File: config.mk
export PLATFORM = sky130hd
export DESIGN_NAME = imem_loader
export DESIGN_NICKNAME = d
export VERILOG_FILES = /design/src/rtl/imem_loader_pkg.sv /design/src/rtl/imem_loader_cksum.sv /design/src/rtl/imem_loader.sv
export SDC_FILE = /design/constraint.sdc
export NUM_CORES = 1
export LEC_CHECK = 0
export ABC_AREA = 1
export BUFFER_PORTS_ARGS = -buffer_cell sky130_fd_sc_hd__buf_2
export CAP_MARGIN = 25
export CORE_UTILIZATION = 57
export DETAILED_ROUTE_END_ITERATION = 12
export HOLD_SLACK_MARGIN = 0.15
export PLACE_DENSITY = 0.84
export SETUP_SLACK_MARGIN = 0.02
export SLEW_MARGIN = 20
export SYNTH_ARGS = -nofsm -noshare
export SYNTH_HDL_FRONTEND = slang
export SYNTH_SLANG_ARGS = --single-unit
File: constraint.sdc
create_clock -name clock -period 4.15 [get_ports clock]
set_clock_uncertainty 0.1 [all_clocks]
set_input_delay 1.0375 -clock clock [delete_from_list [all_inputs] [get_ports clock]]
set_output_delay 1.0375 -clock clock [all_outputs]
set_load 0.02 [all_outputs]
File: src/rtl/imem_loader_pkg.sv
// Shared processor definitions used by the instruction-memory loader.
// Optional feature macro: IMEM_LOADER_CHECKSUM_EN. It enables the CHECK
// state and the checksum sub-module, and is honoured by the files that
// import this package.
package imem_loader_pkg;

  // Width of one instruction word.
  localparam int WORD_W = 32;

  // Bytes per instruction word. The program counter uses the same stride.
  localparam int WORD_BYTES = 4;

  // Loader states. CHECK is only reachable when the checksum is enabled.
  typedef enum logic [2:0] {
    IDLE  = 3'd0,
    LOAD  = 3'd1,
    CHECK = 3'd2,
    DONE  = 3'd3,
    ERR   = 3'd4
  } loader_state_t;

  // Returns the byte address of the next word after addr.
  function automatic logic [WORD_W-1:0] next_word_addr(input logic [WORD_W-1:0] addr);
    return addr + WORD_W'(WORD_BYTES);
  endfunction

endpackage

File: src/rtl/imem_loader_cksum.sv
// Checksum accumulator for the instruction-memory loader.
// It is built only when IMEM_LOADER_CHECKSUM_EN is defined. The sum is the
// mod 2^32 total of every word written to RAM during the current load. The
// comparison against the trailing checksum word is combinational.
`ifdef IMEM_LOADER_CHECKSUM_EN
module imem_loader_cksum
  import imem_loader_pkg::*;
(
  input  logic              clock,
  input  logic              reset,
  input  logic              clear,
  input  logic              add_en,
  input  logic [WORD_W-1:0] add_data,
  input  logic [WORD_W-1:0] cmp_data,
  output logic              match
);

  logic [WORD_W-1:0] sum;

  // The running sum restarts with each load and adds each written word.
  always_ff @(posedge clock) begin
    if (!reset) begin
      sum <= '0;
    end else if (clear) begin
      sum <= '0;
    end else if (add_en) begin
      sum <= sum + add_data;
    end
  end

  // The candidate checksum word is compared against the current sum.
  always_comb begin
    match = (sum == cmp_data);
  end

endmodule
`endif

File: src/rtl/imem_loader.sv
// imem_loader: the writer side of the instruction RAM.
// It accepts a valid/ready stream of 32-bit instruction words and writes them
// at consecutive word addresses starting at BASE_ADDR. It holds the core in
// reset while a load is in progress.
// Optional feature: define IMEM_LOADER_CHECKSUM_EN to require one trailing
// checksum word after the last word. The checksum word is not written to RAM.
module imem_loader
  import imem_loader_pkg::*;
#(
  parameter int          DEPTH_WORDS = 64,
  parameter logic [31:0] BASE_ADDR   = 32'h0000_0000
) (
  input  logic                         clock,
  input  logic                         reset,
  input  logic                         load_start,
  input  logic                         ld_valid,
  input  logic [WORD_W-1:0]            ld_data,
  input  logic                         ld_last,
  output logic                         ld_ready,
  output logic                         imem_we,
  output logic [31:0]                  imem_addr,
  output logic [WORD_W-1:0]            imem_wdata,
  output logic                         core_reset_n,
  output logic                         load_done,
  output logic                         load_error,
  output logic [$clog2(DEPTH_WORDS):0] word_count
);

  localparam int            CW        = $clog2(DEPTH_WORDS) + 1;
  localparam logic [CW-1:0] DEPTH_CNT = CW'(DEPTH_WORDS);

  loader_state_t     state;
  loader_state_t     state_nxt;
  logic [31:0]       addr_ptr;
  logic [31:0]       addr_ptr_nxt;
  logic [CW-1:0]     word_count_nxt;
  logic              imem_we_nxt;
  logic [31:0]       imem_addr_nxt;
  logic [WORD_W-1:0] imem_wdata_nxt;
  logic              ld_ready_nxt;
  logic              core_reset_n_nxt;
  logic              load_done_nxt;
  logic              load_error_nxt;
  logic              xfer;

`ifdef IMEM_LOADER_CHECKSUM_EN
  logic              cksum_clear;
  logic              cksum_add;
  logic              cksum_match;

  imem_loader_cksum u_cksum (
    .clock    (clock),
    .reset    (reset),
    .clear    (cksum_clear),
    .add_en   (cksum_add),
    .add_data (ld_data),
    .cmp_data (ld_data),
    .match    (cksum_match)
  );
`endif

  // ld_ready is a register, so a transfer depends on ld_valid only through
  // this AND. There is no combinational path from ld_valid to ld_ready.
  assign xfer = ld_valid & ld_ready;

  // Next-state logic and next values of every registered output.
  always_comb begin
    state_nxt      = state;
    addr_ptr_nxt   = addr_ptr;
    word_count_nxt = word_count;
    imem_we_nxt    = 1'b0;
    imem_addr_nxt  = imem_addr;
    imem_wdata_nxt = imem_wdata;
`ifdef IMEM_LOADER_CHECKSUM_EN
    cksum_clear    = 1'b0;
    cksum_add      = 1'b0;
`endif

    case (state)
      IDLE, DONE, ERR: begin
        if (load_start) begin
          state_nxt      = LOAD;
          addr_ptr_nxt   = BASE_ADDR;
          word_count_nxt = '0;
`ifdef IMEM_LOADER_CHECKSUM_EN
          cksum_clear    = 1'b1;
`endif
        end
      end

      LOAD: begin
        if (xfer) begin
          if (word_count == DEPTH_CNT) begin
            state_nxt = ERR;
          end else begin
            imem_we_nxt    = 1'b1;
            imem_addr_nxt  = addr_ptr;
            imem_wdata_nxt = ld_data;
            word_count_nxt = word_count + CW'(1);
            addr_ptr_nxt   = next_word_addr(addr_ptr);
`ifdef IMEM_LOADER_CHECKSUM_EN
            cksum_add      = 1'b1;
            if (ld_last) begin
              state_nxt = CHECK;
            end
`else
            if (ld_last) begin
              state_nxt = DONE;
            end
`endif
          end
        end
      end

`ifdef IMEM_LOADER_CHECKSUM_EN
      CHECK: begin
        if (xfer) begin
          state_nxt = cksum_match ? DONE : ERR;
        end
      end
`endif

      default: begin
        state_nxt = IDLE;
      end
    endcase

    ld_ready_nxt     = (state_nxt == LOAD) || (state_nxt == CHECK);
    core_reset_n_nxt = (state_nxt == IDLE) || (state_nxt == DONE);
    load_done_nxt    = (state_nxt == DONE);
    load_error_nxt   = (state_nxt == ERR);
  end

  // State register and registered outputs. Reset clears all of them, which
  // also holds the core in reset.
  always_ff @(posedge clock) begin
    if (!reset) begin
      state        <= IDLE;
      addr_ptr     <= '0;
      word_count   <= '0;
      imem_we      <= 1'b0;
      imem_addr    <= '0;
      imem_wdata   <= '0;
      ld_ready     <= 1'b0;
      core_reset_n <= 1'b0;
      load_done    <= 1'b0;
      load_error   <= 1'b0;
    end else begin
      state        <= state_nxt;
      addr_ptr     <= addr_ptr_nxt;
      word_count   <= word_count_nxt;
      imem_we      <= imem_we_nxt;
      imem_addr    <= imem_addr_nxt;
      imem_wdata   <= imem_wdata_nxt;
      ld_ready     <= ld_ready_nxt;
      core_reset_n <= core_reset_n_nxt;
      load_done    <= load_done_nxt;
      load_error   <= load_error_nxt;
    end
  end

endmodule

# After elaboration in Yosys (flattened, before gate mapping)
# Cells that the tools add are included.
dict set report totals {
  in_bits 37
  regBits 111
  output_inout_bits 76
}
dict set report classes {
  muxes 14
  bitwise_logic 2
  add_sub_neg 2
  n_eq_ne 11
  n_reduce_logical 9
}
# op count
set ops {}
lappend ops {{two-way mux 32 bit} 3}
lappend ops {{case mux 32 bit (2 select lines)} 1}
lappend ops {{adder 32 x 3 -> 32 bit (second input constant)} 1}
lappend ops {{two-way mux 7 bit} 3}
lappend ops {{case mux 7 bit (2 select lines)} 1}
lappend ops {{two-way mux 3 bit} 4}
lappend ops {{== test 3 x 2 -> 1 bit (second input constant)} 3}
lappend ops {{adder 7 x 1 -> 7 bit (second input constant)} 1}
lappend ops {{== test 7 bit (second input constant)} 1}
lappend ops {{== test 3 x 1 -> 1 bit (second input constant)} 2}
lappend ops {{== test 3 bit (second input constant)} 2}
lappend ops {{zero test 3 bit} 2}
lappend ops {{inequality test 2 bit (second input constant)} 3}
lappend ops {{case mux 3 bit (2 select lines)} 1}
lappend ops {{AND reduction 3 bit} 2}
lappend ops {{AND reduction 4 bit} 1}
lappend ops {{OR reduction 3 bit} 1}
lappend ops {{logical OR 1 bit} 2}
lappend ops {{nonzero test 2 bit} 1}
lappend ops {{AND 1 bit} 1}
lappend ops {{two-way mux 1 bit} 1}
lappend ops {{NOT 1 bit} 1}

# Longest topological paths before layout
# Gate-level depths: netlist (run 1).
dict set report depth {
  ltp_word 6
  ltp_mapped 12
  depth_no_buf 11
}

# Least setup slack after synthesis (run 1)
# OpenSTA, ideal clock, no wires.
dict set report synth_path {
  path_kind {in2reg}
  start {in ld_valid}
  end {reg imem_addr[19]}
  t_required_ns 3.922
  stages 6
  slack_ns 2.084
  arrival_time_ns 1.838
  path_buffers 1
  cell_sequence {nand2_1 > inv_1 > nand3_2 > inv_2 > clkbuf_1 > a21oi_1}
}
dict set report synth_via {
  elab_chain_len 2
}
# item line
set synth_rtl {}
lappend synth_rtl {{start: declaration} imem_loader.sv:16} ;# input logic ld_valid,
lappend synth_rtl {{AND 1 bit} imem_loader.sv:64} ;# assign xfer = ld_valid & ld_ready;
lappend synth_rtl {{AND reduction 3 bit (no source line)} --}
lappend synth_rtl {{end signal: assignment} imem_loader.sv:153} ;# imem_addr <= imem_addr_nxt;
lappend synth_rtl {{end: declaration} imem_loader.sv:21} ;# output logic [31:0] imem_addr,
# No other way between the ends.
# A chain may end at the register's enable or synchronous reset.

# Final worst setup path (run 1)
dict set report layout_path {
  start {reg word_count[0]}
  end {reg imem_wdata[10]}
}
dict set report layout_via {
  elab_chain_len 3
}
# item line
set layout_rtl {}
lappend layout_rtl {{start: declaration} imem_loader.sv:26} ;# output logic [$clog2(DEPTH_WORDS):0] word_count
lappend layout_rtl {{start signal: assignment} imem_loader.sv:151} ;# word_count <= word_count_nxt;
lappend layout_rtl {{== test 7 bit} imem_loader.sv:93} ;# if (word_count == DEPTH_CNT) begin
lappend layout_rtl {{NOT 1 bit (no source line)} --}
lappend layout_rtl {{AND reduction 3 bit (no source line)} --}
lappend layout_rtl {{end signal: assignment} imem_loader.sv:154} ;# imem_wdata <= imem_wdata_nxt;
lappend layout_rtl {{end: declaration} imem_loader.sv:22} ;# output logic [WORD_W-1:0] imem_wdata,
# No other way between the ends.

==> results.cfg, run 1 <==
[layout]
areaGrowthSynthToFinish_pct = 15.5
fillers = 643
layout-drive-gt1-share_pct = 20.5
diodes = 0
final_nets = 776

[worst_setup_path]
startpoint_type = flip-flop
crit_slowest_cell = inv_2
crit_type = reg -> reg
endpoint = imem_wdata[10]
cpMostUsedCell = nand2_1
reg2reg_slack_ps = 1570
cp_num_cells = 10
cp_cell_sequence = inv_1 > ha_1 > nand2_1 > nor2_1 > nand2_1 > nand3_2 > inv_2 > buf_4 > nand2_1 > a21oi_1
cp_max_fo = 56
required_ps = 4360
slowest_delay_ps = 630
cp.arrival_ps = 2790
cpLargestDelayFamily = buffers and inverters
crit_start = word_count[0]
reg2reg_depth = 10
r2r-end = imem_wdata[10]
reg2reg_from = word_count[0]
crit_buf_inv = 3
end_kind = flip-flop

[logic_synthesis]
synthTopCellsByCount = nand2_1 (190), dfxtp_1 (107), a21oi_1 (80)
ys_types = 35
ys_seq_elements = 107
synth_warnings = 0
syn_area_per_cell_um2 = 7.13
yosys-top-cells-area = dfxtp_1 (47%), nand2_1 (16%), a21oi_1 (8.8%)
synth.most_common_cell = nand2_1
synth-edff-count = 0
synth_area_um2 = 4570
synthCells = 642
post-synth-top-area-fraction_pct = 46.8
ys.flop_type = dfxtp_1
synth_largest_area_cell = dfxtp_1
async_flop_share_pct = 0
synth.yosys.seq_area_share_pct = 46.8

[clocking]
clock_path_buffers = 2
cts.clk_slew.worst_paths_ps = 100
cts_setup_buffers = 0
hold_buffers = 0
numCtsBuffers = 9
ctsRootBufferMaster = clkbuf_8
cts.repair.resized = 0
htree_levels = 3
cts_tree = built
cts_sinks = 107
clk_latency_ps = 370

[die]
fp.coreArea_um2 = 7730
ios = 113
rows = 32
die_h_um = 91.6
die_w_um = 91.6
die_area_um2 = 8390
start_util_pct = 59.2

[run_status]
outcome = finished, final reports clean

[detailed_routing]
met2_length_um = 5330
routed_wl_um = 10900
wl_met1_um = 4880
route.met3.wl_um = 460
post_drt_via_cell_ratio = 5.25
drc = 0
vias = 4424
postRouteAntennaNets = 0
dr.pass1.iters = 4
topRoutingLayerUsed = met4
wl_per_cell_um = 12.9
first_iter_violations = 255

[global_routing]
grt_max_degree = 57
grt_overflow = 0
grt_pass1_wl_um = 18200
antenna_found_initial = 0
grt_pass1_vias = 4097
grt_usage_pct = 26.9

[timing]
slew_headroom_pct = 40.7
drv_slew = 0
clock.fmax_mhz = 387
setup-violations-final = 0
fin_hold_ws_ps = 367
timing.setup.tns_ps = 0
timing.final.crit_share_pct = 62.2
worst_slew_pin_slew_ps = 887
rsz0062_at_grt = false
period_minus_slack_ps = 2580
hold_viol = 0

[place]
io_buffers = 110
place_hpwl_um = 7560
place_congestion = 0.919

[flow_run]
drv_cap = 0

[pwr]
powerDensity_nw_per_um2 = 350
vdd_drop_max_mv = 0.199
p_leak_nw = 2.30

[hold_path]
worst_hold_path_type = reg -> reg
power breakdown:
group / total [mW] / switching (mW) / internal (mW)
clock network: 0.584 / 0.363 / 0.221
registers: 1.06 / 0.0134 / 1.05
logic: 0.204 / 0.147 / 0.0572
total: 1.85 / 0.523 / 1.33
metrics by stage:
stage | total power [mW] | area [µm²] | cells | util [%] | worst slack [ps]
final | 1.85 | 5280 | 842 | 68.4 | 1570
after global routing | 1.92 | 5280 | 842 | 68.4 | 1320
after CTS | 1.85 | 5280 | 842 | 68.4 | 1580
after detailed placement | 1.29 | 5110 | 827 | 66.1 | 1300
after global placement | 1.28 | 5110 | 827 | 66.1 | 1400
after floorplan | 1.24 | 4580 | 643 | - | 2080
how the worst min path moves through the flow:
stage	depth (start not counted)	to	slack (ps)	from
CTS	2	imem_addr[10]	370	imem_addr[10]
floorplan	2	imem_addr[31]	350	addr_ptr[31]
global placement	2	imem_wdata[16]	350	imem_wdata[16]
global route	2	imem_addr[10]	380	imem_addr[10]
finish	2	imem_addr[9]	370	imem_addr[9]
detailed placement	2	imem_addr[10]	350	imem_addr[10]
layer usage:
| layer | track usage (%) | vias up |
|---|---|---|
| met2 | 45.4 | 126 |
| met4 | 13.2 | 0 |
| met5 | 0 | - |
| met1 | 33.9 | 2028 |
| met3 | 2.93 | 22 |
| li1 | - | 2248 |
cells in the final DEF, fill, tap and decap left out, types with 2 or more instances in the layout:
cell        Yosys  final
and3_1          2      2
conb_1          1      2
buf_2          13    110
nor2_4          3      3
o21ai_0        19     19
clkinvlp_4      0      3
inv_1          49     49
nand3b_1        4      4
inv_6           0      3
nand4_1        17     17
xor2_1          3      3
nand2_2         7      7
nand3_1        29     29
o21ai_1         9      9
nand2_1       190    190
dfxtp_1       107    107
inv_2           7      7
nor2_1         63     63
a21oi_1        80     80
clkbuf_8        0      9
nor2_2          3      3
ha_1            3      3
buf_4           5      3
nor3_1          4      4
sequential cells by signal, indices dropped and copies added (netlist names):
name,flops
load_done,1
imem_addr,30
state,3
addr_ptr,30
ld_ready,1
imem_we,1
load_error,1
imem_wdata,32
word_count,7
core_reset_n,1
worst min-delay path, stage by stage (launching register included):
cell,delay (ps)
dfxtp_1,320
nand2_1,60
a21oi_1,50
final cells by class:
type / count / area [µm²] / share of cell area (%)
sequential: 107 / 2140 / 40.5
clock inverter: 6 / 48.8 / 0.924
multi-input combinational: 448 / 2050 / 38.9
clock buffer: 9 / 124 / 2.34
inverter: 57 / 214 / 4.05
timing repair buffer: 113 / 573 / 10.8
tap: 102 / 128 / 2.42
kinds of logic (layout without fill, tap and decap cells):
| kind of cell | Yosys count | after routing | synth area share, % |
|---|---|---|---|
| other cells | 1 | 2 | 0.0820 |
| buf+inv | 88 | 185 | 8.37 |
| xor+xnor | 3 | 3 | 0.575 |
| flops | 107 | 107 | 46.8 |
| compound gates | 114 | 114 | 12.8 |
| fa+ha+maj | 3 | 3 | 0.821 |
| simple gates | 326 | 326 | 30.5 |
No activity file was read; power rests on OpenSTA's default activity.
==> run 2: changes to the inputs <==
Settings changed: CORE_UTILIZATION 57 to 53, PLACE_DENSITY 0.84 to 0.78.
Clock period 4.15 ns to 2.5 ns, I/O delays scaled along.
==> run 2 against run 1 <==
Cell count increased by 0.95%; combinational power increased by 71%; clock power grew 73%; setup slack got worse by 1200 ps; fmax grew 18%; die area rose by 7.4%; register-to-register slack worse by 1200 ps; sequential share of layout area shrank 0.54 points; sequential power rose by 66%; via count fell by 1.7%; sequential cell count unchanged; critical path depth grew 2.
==> results.cfg, run 2 (synthesis results as in run 1) <==
[run_status]
outcome = finished, final reports clean

[layout]
most-common-layout-cells = nand2_1 (190), buf_2 (110), dfxtp_1 (107)
areaGrowthSynthToFinish_pct = 17.0
fillers = 782
diodes = 0
largestRegisters = imem_wdata: 32 flops, addr_ptr: 30 flops, imem_addr: 30 flops
final_nets = 780
seq_area_um2 = 2140
largest_reg_flops = 32
multi_input_area_um2 = 2050
layout-drive-gt1-share_pct = 20.9
largest-register = imem_wdata
final_common_cell = nand2_1

[flow_run]
drv_cap = 0

[clocking]
cts_sinks = 107
htree_levels = 3
cts.repair.resized = 0
ctsRootBufferMaster = clkbuf_8
clock_path_buffers = 2
hold_buffers = 0
cts.clk_slew.worst_paths_ps = 100
clk_latency_ps = 370
numCtsBuffers = 9
cts_setup_buffers = 0
cts_tree = built

[detailed_routing]
first_iter_violations = 186
postRouteAntennaNets = 0
dr.pass1.iters = 6
routed_wl_um = 10700
vias = 4351
drc = 0
wl_per_cell_um = 12.6
post_drt_via_cell_ratio = 5.12

[place]
place_hpwl_um = 7750
place_congestion = 0.879
io_buffers = 110

[timing]
rsz0062_at_grt = false
setup-violations-final = 0
clock.fmax_mhz = 459
drv_slew = 0
period_minus_slack_ps = 2180
slew_headroom_pct = 66.2
hold_viol = 0
timing.final.crit_share_pct = 87.2
timing.setup.tns_ps = 0
worst_slew_pin_slew_ps = 506

[worst_setup_path]
end_kind = flip-flop
cpLargestDelayFamily = simple AND/OR/NAND/NOR gates
cp_cell_sequence = inv_1 > ha_1 > nand2_1 > nor2_1 > nand3_1 > nand2_1 > nor2_4 > buf_4 > nand3_1 > nand2_1 > nand2_1 > nor2_1
startpoint_type = flip-flop
required_ps = 2710
slowest_delay_ps = 480
crit_slowest_cell = dfxtp_1
cpMostUsedCell = nand2_1
reg2reg_from = word_count[0]
crit_buf_inv = 2
crit_type = reg -> reg
r2r-end = addr_ptr[24]
reg2reg_depth = 12
reg2reg_slack_ps = 320
cp.arrival_ps = 2390
cp_max_fo = 40

[global_routing]
grt_max_degree = 45
grt_pass1_vias = 3728
antenna_found_initial = 0
grt_pass1_wl_um = 17300
grt_usage_pct = 24.4
grt_overflow = 0

[die]
die_w_um = 94.9
fp.coreArea_um2 = 8300
start_util_pct = 55.1
ios = 113
rows = 33
die_area_um2 = 9010
die_h_um = 94.9

[hold_path]
hold_depth = 2
hold_start = imem_wdata[5]
worst_hold_path_type = reg -> reg
hold_end = imem_wdata[5]

[pwr]
p_leak_nw = 2.35
vdd_drop_max_mv = 0.317
p_total_mw = 3.12
powerDensity_nw_per_um2 = 582
run 2: cell count changes in the layout (fill, tap and decap cells not counted):
cell	previous run	this run
clkinv_4	0	3
inv_8	0	2
clkbuf_1	0	1
clkinvlp_4	3	0
inv_6	3	1
buf_12	0	2
buf_4	3	5
run 2: worst max-delay path by stage:
stage	start	end	cells after the start
after global routing	word_count[0]	addr_ptr[29]	11
final	word_count[0]	addr_ptr[24]	12
after detailed placement	word_count[0]	addr_ptr[28]	11
after floorplan	word_count[0]	imem_addr[19]	9
after CTS	word_count[0]	addr_ptr[24]	12
after global placement	word_count[0]	addr_ptr[30]	11
run 2: final cells by class:
type	instances	share of cell area, %
flip-flops and latches	107	40.0
multi-input cells	448	38.4
repair buffers	117	11.7
inverters	57	4.00
well taps	105	2.45
clock buffers	10	2.38
clock inverters	6	1.08
run 2: metal layers:
layer / GRT usage (%) / wire length (µm) / part of all wire (%) / vias up
met3: 4.43 / 531 / 4.9 / 13
met4: 8.84 / 161 / 1.5 / 0
li1: - / - / - / 2245
met5: 0 / 0 / 0 / -
met1: 32.1 / 4900 / 46 / 1973
met2: 39.8 / 5160 / 48 / 120
run 2: worst reg2reg max path, cell delays in order, from the launching register on:
cell and delay (ps):
dfxtp_1 480, inv_1 100, ha_1 210, nand2_1 60, nor2_1 70, nand3_1 120, nand2_1 110, nor2_4 80
buf_4 360, nand3_1 210, nand2_1 100, nand2_1 50, nor2_1 80
run 2: through the flow:
stage	cell area (µm²)	util (%)	setup WS (ps)	hold WS (ps)	instances
finish	5350	64.5	319	366	850
global route	5350	64.5	81.3	379	850
CTS	5350	64.5	358	369	850
detailed placement	5170	62.3	379	352	834
global placement	5170	62.3	462	350	834
floorplan	4580	-	666	349	643
run 2: where the power goes:
group / internal (mW) / leakage [nW] / switching, mW / total (mW)
Clock: 0.386 / 0.0949 / 0.619 / 1.01
Sequential: 1.74 / 0.865 / 0.0213 / 1.76
Combinational: 0.104 / 1.39 / 0.245 / 0.349
